File: config.mk
export PLATFORM = sky130hd
export DESIGN_NAME = osd_wr_scheduler
export DESIGN_NICKNAME = d
export VERILOG_FILES = /design/src/rtl/osd_wr_scheduler.sv
export SDC_FILE = /design/constraint.sdc
export NUM_CORES = 1
export LEC_CHECK = 0
export BUFFER_PORTS_ARGS = -buffer_cell sky130_fd_sc_hd__buf_4
export CORE_MARGIN = 5
export CORE_UTILIZATION = 40
export DETAILED_ROUTE_END_ITERATION = 8
export PLACE_DENSITY_LB_ADDON = 0.25
export RECOVER_POWER = 25
export SLEW_MARGIN = 15
export SYNTH_ARGS = -nofsm -noshare
export SYNTH_HDL_FRONTEND = slang
export SYNTH_SLANG_ARGS = --single-unit
File: constraint.sdc
create_clock -name SYS_CLK_i -period 2.95 [get_ports SYS_CLK_i]
set_clock_uncertainty 0.1 [all_clocks]
set_input_delay 0.1475 -clock SYS_CLK_i [delete_from_list [all_inputs] [get_ports SYS_CLK_i]]
set_output_delay 0.1475 -clock SYS_CLK_i [all_outputs]
set_load 0.02 [all_outputs]
File: src/rtl/osd_wr_scheduler.sv
// OSD RAM write-port scheduler: round-robin between a toggle-handshaked CPU FIFO and a valid/ready HW writer.
// Optional OSD_WR_VSYNC_GATE_EN restricts grants to cycles with WrWindow_i high.
module osd_wr_scheduler #(
    parameter int OSD_WORD_W      = 20,
    parameter int FIFO_DEPTH_LOG2 = 4
) (
    input  logic                       SYS_CLK_i,
    input  logic                       SYS_RST_i,
    input  logic [OSD_WORD_W:0]        CPU_WrVector_i,
    input  logic                       HW_Valid_i,
    input  logic [OSD_WORD_W-1:0]      HW_Word_i,
    output logic                       HW_Ready_o,
    input  logic                       WrWindow_i,
    input  logic                       Clr_Ovf_i,
    output logic                       OSD_WrEn_o,
    output logic [OSD_WORD_W-1:0]      OSD_WrWord_o,
    output logic [FIFO_DEPTH_LOG2:0]   FIFO_Level_o,
    output logic                       Ovf_o
);

    localparam int DEPTH = 2 ** FIFO_DEPTH_LOG2;
    localparam logic [FIFO_DEPTH_LOG2:0] LVL_FULL = (FIFO_DEPTH_LOG2 + 1)'(DEPTH);

    // rr_pref | meaning
    // CPU     | CPU wins when both sides request
    // HW      | HW wins when both sides request
    typedef enum logic {
        SIDE_CPU = 1'b0,
        SIDE_HW  = 1'b1
    } side_t;

    side_t                      rr_pref;
    logic [OSD_WORD_W-1:0]      fifo_mem [DEPTH];
    logic [FIFO_DEPTH_LOG2-1:0] wr_ptr;
    logic [FIFO_DEPTH_LOG2-1:0] rd_ptr;
    logic [FIFO_DEPTH_LOG2:0]   level;
    logic                       prev_toggle;

    logic window_open;
    logic arb_en;
    logic req_cpu;
    logic req_hw;
    logic grant_cpu;
    logic grant_hw;
    logic push_req;
    logic fifo_full;
    logic push_ok;
    logic drop;

`ifdef OSD_WR_VSYNC_GATE_EN
    assign window_open = WrWindow_i;
`else
    logic unused_wr_window;
    assign unused_wr_window = WrWindow_i;
    assign window_open      = 1'b1;
`endif

    // Reset also blocks grants so HW is never told its word was taken in a discarded cycle.
    assign arb_en    = window_open & ~SYS_RST_i;
    assign req_cpu   = (level != '0);
    assign req_hw    = HW_Valid_i;
    assign grant_cpu = arb_en & req_cpu & (~req_hw | (rr_pref == SIDE_CPU));
    assign grant_hw  = arb_en & req_hw & (~req_cpu | (rr_pref == SIDE_HW));
    assign HW_Ready_o = grant_hw;

    assign push_req  = CPU_WrVector_i[OSD_WORD_W] ^ prev_toggle;
    assign fifo_full = (level == LVL_FULL);
    assign push_ok   = push_req & (~fifo_full | grant_cpu);
    assign drop      = push_req & fifo_full & ~grant_cpu;

    assign FIFO_Level_o = level;

    always_ff @(posedge SYS_CLK_i) begin
        if (push_ok && !SYS_RST_i) begin
            fifo_mem[wr_ptr] <= CPU_WrVector_i[OSD_WORD_W-1:0];
        end
    end

    always_ff @(posedge SYS_CLK_i) begin
        if (SYS_RST_i) begin
            wr_ptr       <= '0;
            rd_ptr       <= '0;
            level        <= '0;
            prev_toggle  <= CPU_WrVector_i[OSD_WORD_W];
            rr_pref      <= SIDE_CPU;
            OSD_WrEn_o   <= 1'b0;
            OSD_WrWord_o <= '0;
            Ovf_o        <= 1'b0;
        end else begin
            prev_toggle <= CPU_WrVector_i[OSD_WORD_W];
            if (push_ok) begin
                wr_ptr <= wr_ptr + 1'b1;
            end
            if (grant_cpu) begin
                rd_ptr <= rd_ptr + 1'b1;
            end
            case ({push_ok, grant_cpu})
                2'b10:   level <= level + 1'b1;
                2'b01:   level <= level - 1'b1;
                default: level <= level;
            endcase
            Ovf_o      <= drop | (Ovf_o & ~Clr_Ovf_i);
            OSD_WrEn_o <= grant_cpu | grant_hw;
            if (grant_cpu) begin
                OSD_WrWord_o <= fifo_mem[rd_ptr];
                rr_pref      <= SIDE_HW;
            end else if (grant_hw) begin
                OSD_WrWord_o <= HW_Word_i;
                rr_pref      <= SIDE_CPU;
            end
        end
    end

endmodule

Word level (Yosys, flattened, before mapping) --
Memory sizes are Yosys's and may differ from the RTL's. A register that Yosys moved wholly into a read port is not among the register bits. Index checks and enable logic that the tools add are counted.
Word-level totals: bits in registers 37, memory bits (writable) 320, input port bits 46, output and inout port bits 28, logic and storage cells 51, memories kept 1
Memory list:
- fifo_mem | depth 16, width 20, rd ports 1, clocked after Yosys merged registers in 1, wr ports 1, RTL line 33 | logic [OSD_WORD_W-1:0] fifo_mem [DEPTH];
Operators by class: $add $sub $neg 4, equality and inequality tests 3, multiplexer cells 9, bitwise operators 21, reduce and logical (&&, ||, !) cells 5
Operators with widths (number):
- 2-to-1 mux 20 bit | 2
- one-hot mux 5 bit (2 select lines) | 1
- adder 4 x 1 -> 4 bit (second input constant) | 2
- bitwise AND 1 bit | 8
- 2-to-1 mux 4 bit | 2
- NOT 1 bit | 7
- adder 5 x 1 -> 5 bit (second input constant) | 1
- == test 5 bit (second input constant) | 1
- bitwise OR 1 bit | 5
- nonzero test 5 bit | 1
- subtractor 5 x 1 -> 5 bit (second input constant) | 1
- 2-to-1 mux 1 bit | 4
- nonzero test 2 bit | 2
- == test 2 x 1 -> 1 bit (second input constant) | 1
- == test 2 bit (second input constant) | 1
- logical AND 1 bit | 1
- logical NOT 1 bit | 1
- bitwise XOR 1 bit | 1

Depth between registers and ports, before layout --
depth in word-level cells 8, mapped depth 10, depth with buffers taken out 9

Worst setup path before layout --
OpenSTA, ideal clock, no wires.
path kind register to register, from register level[1] (netlist: FIFO_Level_o[1]), to memory fifo_mem[0][0], enable pin, library setup time 0.422 ns, arrival 2.797 ns, data required time 2.428 ns, setup slack -0.370 ns, cell stages (with the launch flop) 6, buffers on the path 0, clock period less this slack 3.320 ns, cells stage by stage dfxtp_1 -> nor4_2 -> a31oi_1 -> and2_1 -> nand2_1 -> nor3_1
On the way: longest elaborated chain between the ends 8, elaborated cells between the ends (all ways) 10, classes of those cells eq/ne (1); mux (2); bitwise (5); reduce/logical (2)
RTL lines:
- from (decl) | RTL line 36 | logic [FIFO_DEPTH_LOG2:0] level;
- from (signal assigned) | RTL line 98 | 2'b10: level <= level + 1'b1;
- from (signal assigned) | RTL line 99 | 2'b01: level <= level - 1'b1;
- from (signal assigned) | RTL line 100 | default: level <= level;
- nonzero test 5 bit | RTL line 60 | assign req_cpu = (level != '0);
- bitwise AND 1 bit (2 in series) | RTL line 62 | assign grant_cpu = arb_en & req_cpu & (~req_hw | (rr_pref == SIDE_CPU));
- bitwise OR 1 bit * | RTL line 68 | assign push_ok = push_req & (~fifo_full | grant_cpu);
- bitwise AND 1 bit * | RTL line 68
- logical AND 1 bit * | RTL line 74 | if (push_ok && !SYS_RST_i) begin
- 2-to-1 mux 1 bit * | RTL line 74
- 2-to-1 mux 1 bit (implied by the code) * | RTL line 75 | fifo_mem[wr_ptr] <= CPU_WrVector_i[OSD_WORD_W-1:0];
- to (decl) | RTL line 33
Mark *: on every way between the ends. The rest lies on a longest branch, timed or not.

Worst setup path in the final report --
from register level[2] (netlist: FIFO_Level_o[2]), to register level[4] (netlist: FIFO_Level_o[4])
On the way: longest elaborated chain between the ends 7, elaborated cells between the ends (all ways) 13, classes of those cells add/sub (2); eq/ne (3); mux (1); bitwise (5); reduce/logical (2)
RTL lines:
- nonzero test 5 bit | RTL line 60
- bitwise AND 1 bit (2 in series) | RTL line 62
- bitwise OR 1 bit | RTL line 68
- bitwise AND 1 bit | RTL line 68
- == test 2 x 1 -> 1 bit / == test 2 bit (equally long branches) | RTL line 97 | case ({push_ok, grant_cpu})
- one-hot mux 5 bit (2 select lines) / nonzero test 2 bit (equally long branches)
Parallel ways exist; a longest one is shown, timed or not. A chain may end at the register's enable or synchronous reset.

==> results.txt <==
Slew HR: 21.55%
via count: 7,329
number of global-route vias before repair: 7,540
Worst VDD drop: 439.6 uV
Final setup viols: 0
Hold Crit Depth: 2
Logic pwr share: 23.7%
Cells after Synth: 729
hold buffers post-CTS: 45
Pwr Density: 826.2 nW/um2
Synth-to-Final Area Change: 21.09%
Commonest cells post-synth: edfxtp_1, mux4_2, dfxtp_1, mux2i_1, nand2_1
Peak Freq: 0.3733 GHz
Post-Place Worst Slack: 0.2939 ns
crit path capture type: register
deepest clock path buffer count: 3
core footprint: 34,540 um2
average wire per cell in the routed design: 22.74 um
Pwr Total: 13.97 mW
Post-CTS Setup Bufs: 0
number of library cell types mapped by synthesis: 43
part of the power in registers: 43.6%
Sink Count: 361
Period minus WS final: 2.679 ns
initial DRC count: 578
most area-hungry cell type in the Yosys netlist: edfxtp_1
largest net degree at the start of global routing: 42
Synth top area share: 68.81%
Die H: 196.8 um
Core Util, Final: 48.95%
CP Max Fanout: 9
antenna violations before repair: 0
H-tree depth: 2
Post-synth top flop: edfxtp_1
DRT antenna net count: 0
status: finished, final reports clean
DRC viols: 0
synth top area cells: edfxtp_1, mux4_2, dfxtp_1
Final Hold Fails: 0
reg-to-reg startpoint: FIFO_Level_o[2]
Startpoint Class: register
Post-synth EDFFs: 320
Top-Level Pins: 74
Tot GR Track Use: 16.00%
nets: 940
post-cts resize count: 0
post-synthesis sequential area ratio: 74.69%
R2R Setup Slk: 0.27 ns
port bufs: 72
r2r endpoint: FIFO_Level_o[4]
Clock Pin Slew Worst Setup and Hold Paths: 0.06 ns
cell with the most instances after synthesis: edfxtp_1
worst min path class: input port to register
Area after DPL: 15,310 um2
final period utilization: 90.80%
share of cells above drive strength 1: 28.68%
Final Cell Area: 16,910 um2
Die ar.: 38,750 um2
worst slew pin tran: 1.171 ns
worst-skew pair later-pin latency: 0.51 ns
RSZ-0062 raised after global routing: no
hold endpoint: prev_toggle
number of diodes: 0
Clock Power Share: 32.7%
Seq cells post-synth: 361
Synth Warn #: 0
total wire length: 31,210 um
Die X: 196.8 um
critical path arrival: 2.97 ns
Post-Syn Nets: 782
switching power: 3.811 mW
Mapped Avg Cell Area: 19.16 um2
Worst Hold Launch: CPU_WrVector_i[20]
placed wire-length estimate: 18,990 um
synthesized area: 13,960 um2
vias per cell: 5.342
Lkg Pwr: 5.428 nW
total CTS buffers: 38
sum of negative setup slack: 0 ns
count of pins over their slew limit: 0
Clk Tree Root Cell: clkbuf_16
cell-internal power: 10.16 mW
Reg2Reg Depth: 9
Site Rows: 68
Async SR Flop Fraction: 0%
setup ws final: 0.2714 ns
kind of critical path: register to register
TritonCTS clock tree: built
first-pass GRT wire length: 47,350 um
Max Cap Violations: 0
Starting Density: 40.43%
CP startpoint: FIFO_Level_o[2]
Worst EP required: 3.24 ns
sw frac: 27.27%
DR pass1 iterations: 4
GRT overflow: 0
routability congestion estimate from global placement: 0.7587
## cell type report
class / instances / area, um2
inverter: 5 / 18.77
sequential: 361 / 10440
multi-input combinational: 321 / 3347
timing repair buffer: 160 / 1333
clock inverter: 17 / 133.9
tap: 455 / 569.3
clock buffer: 53 / 1071
fill: 2910 / 17630
## per-layer routing
layer	routed length, um	up-vias	share of wire, %	GRT usage (%)
li1	-	3302	-	-
met1	13820	3823	44	22.82
met2	15370	166	49	26.46
met3	1546	38	5.0	2.308
met4	463	0	1.5	3.518
met5	0	-	0	0
## worst max-delay path by stage
stage,end,slack (ns)
6_report,FIFO_Level_o[4],0.27
5_1_grt,FIFO_Level_o[4],0.04
4_1_cts,FIFO_Level_o[4],0.28
3_5_place_dp,FIFO_Level_o[4],0.29
3_3_place_gp,FIFO_Level_o[4],0.28
2_1_floorplan,fifo_mem[1][0],-0.37
## registers in the layout, summed over array words and instances, names as in the netlist, named ones only
signal,count
fifo_mem,320
OSD_WrWord_o,20
FIFO_Level_o,5
rd_ptr,4
wr_ptr,4
OSD_WrEn_o,1
Ovf_o,1
prev_toggle,1
rr_pref,1
## power by group through the flow
stage	clock network, mW	logic [mW]	registers [mW]
2_1_floorplan	0	2.15	6.30
3_3_place_gp	0	3.31	6.19
3_5_place_dp	0	3.33	6.19
4_1_cts	4.68	3.38	6.09
5_1_grt	4.87	3.57	6.13
6_report	4.57	3.31	6.09
## stage by stage
stage / hold slack, ns / cells
floorplan: 0.07522 / 729
global route: 0.2900 / 1372
CTS: 0.2163 / 1372
global placement: 0.1910 / 1257
finish: 0.3007 / 1372
detailed placement: 0.1905 / 1257
## cell usage in the layout, fill, tap and decap left out, types with 4 or more instances in the layout
cell type        n
buf_12           6
clkinv_1         7
nor2_1          15
ha_1             7
a31oi_1         23
xor2_1           7
clkbuf_16       41
dfxtp_1         37
clkinv_2         5
edfxtp_1       320
xnor2_1          4
mux4_2          60
mux2i_1         41
o221ai_1        20
buf_4           94
nor2_2          13
mux2_2          21
o21ai_1         20
a221oi_1        20
nand2_1         31
a21oi_1          6
inv_1            5
clkbuf_1        27
dlygate4sd3_1   45
## logic make-up after synthesis
logic type | synth area share (%)
flops | 74.69
mux | 14.49
compound gates | 4.973
simple gates | 2.616
buf+inv | 1.917
xor+xnor | 0.6899
fa+ha+maj | 0.6272
## worst max-delay path, stage by stage, from the launching register on
cell and delay, ns:
dfxtp_1 0.39, nor4_2 0.53, a211oi_1 0.26, mux2_2 0.32, ha_1 0.22, or3_1 0.31
a21oi_1 0.15, a32oi_1 0.08, xnor2_1 0.16, nor2_1 0.05
(Power assumes the default switching activity.)
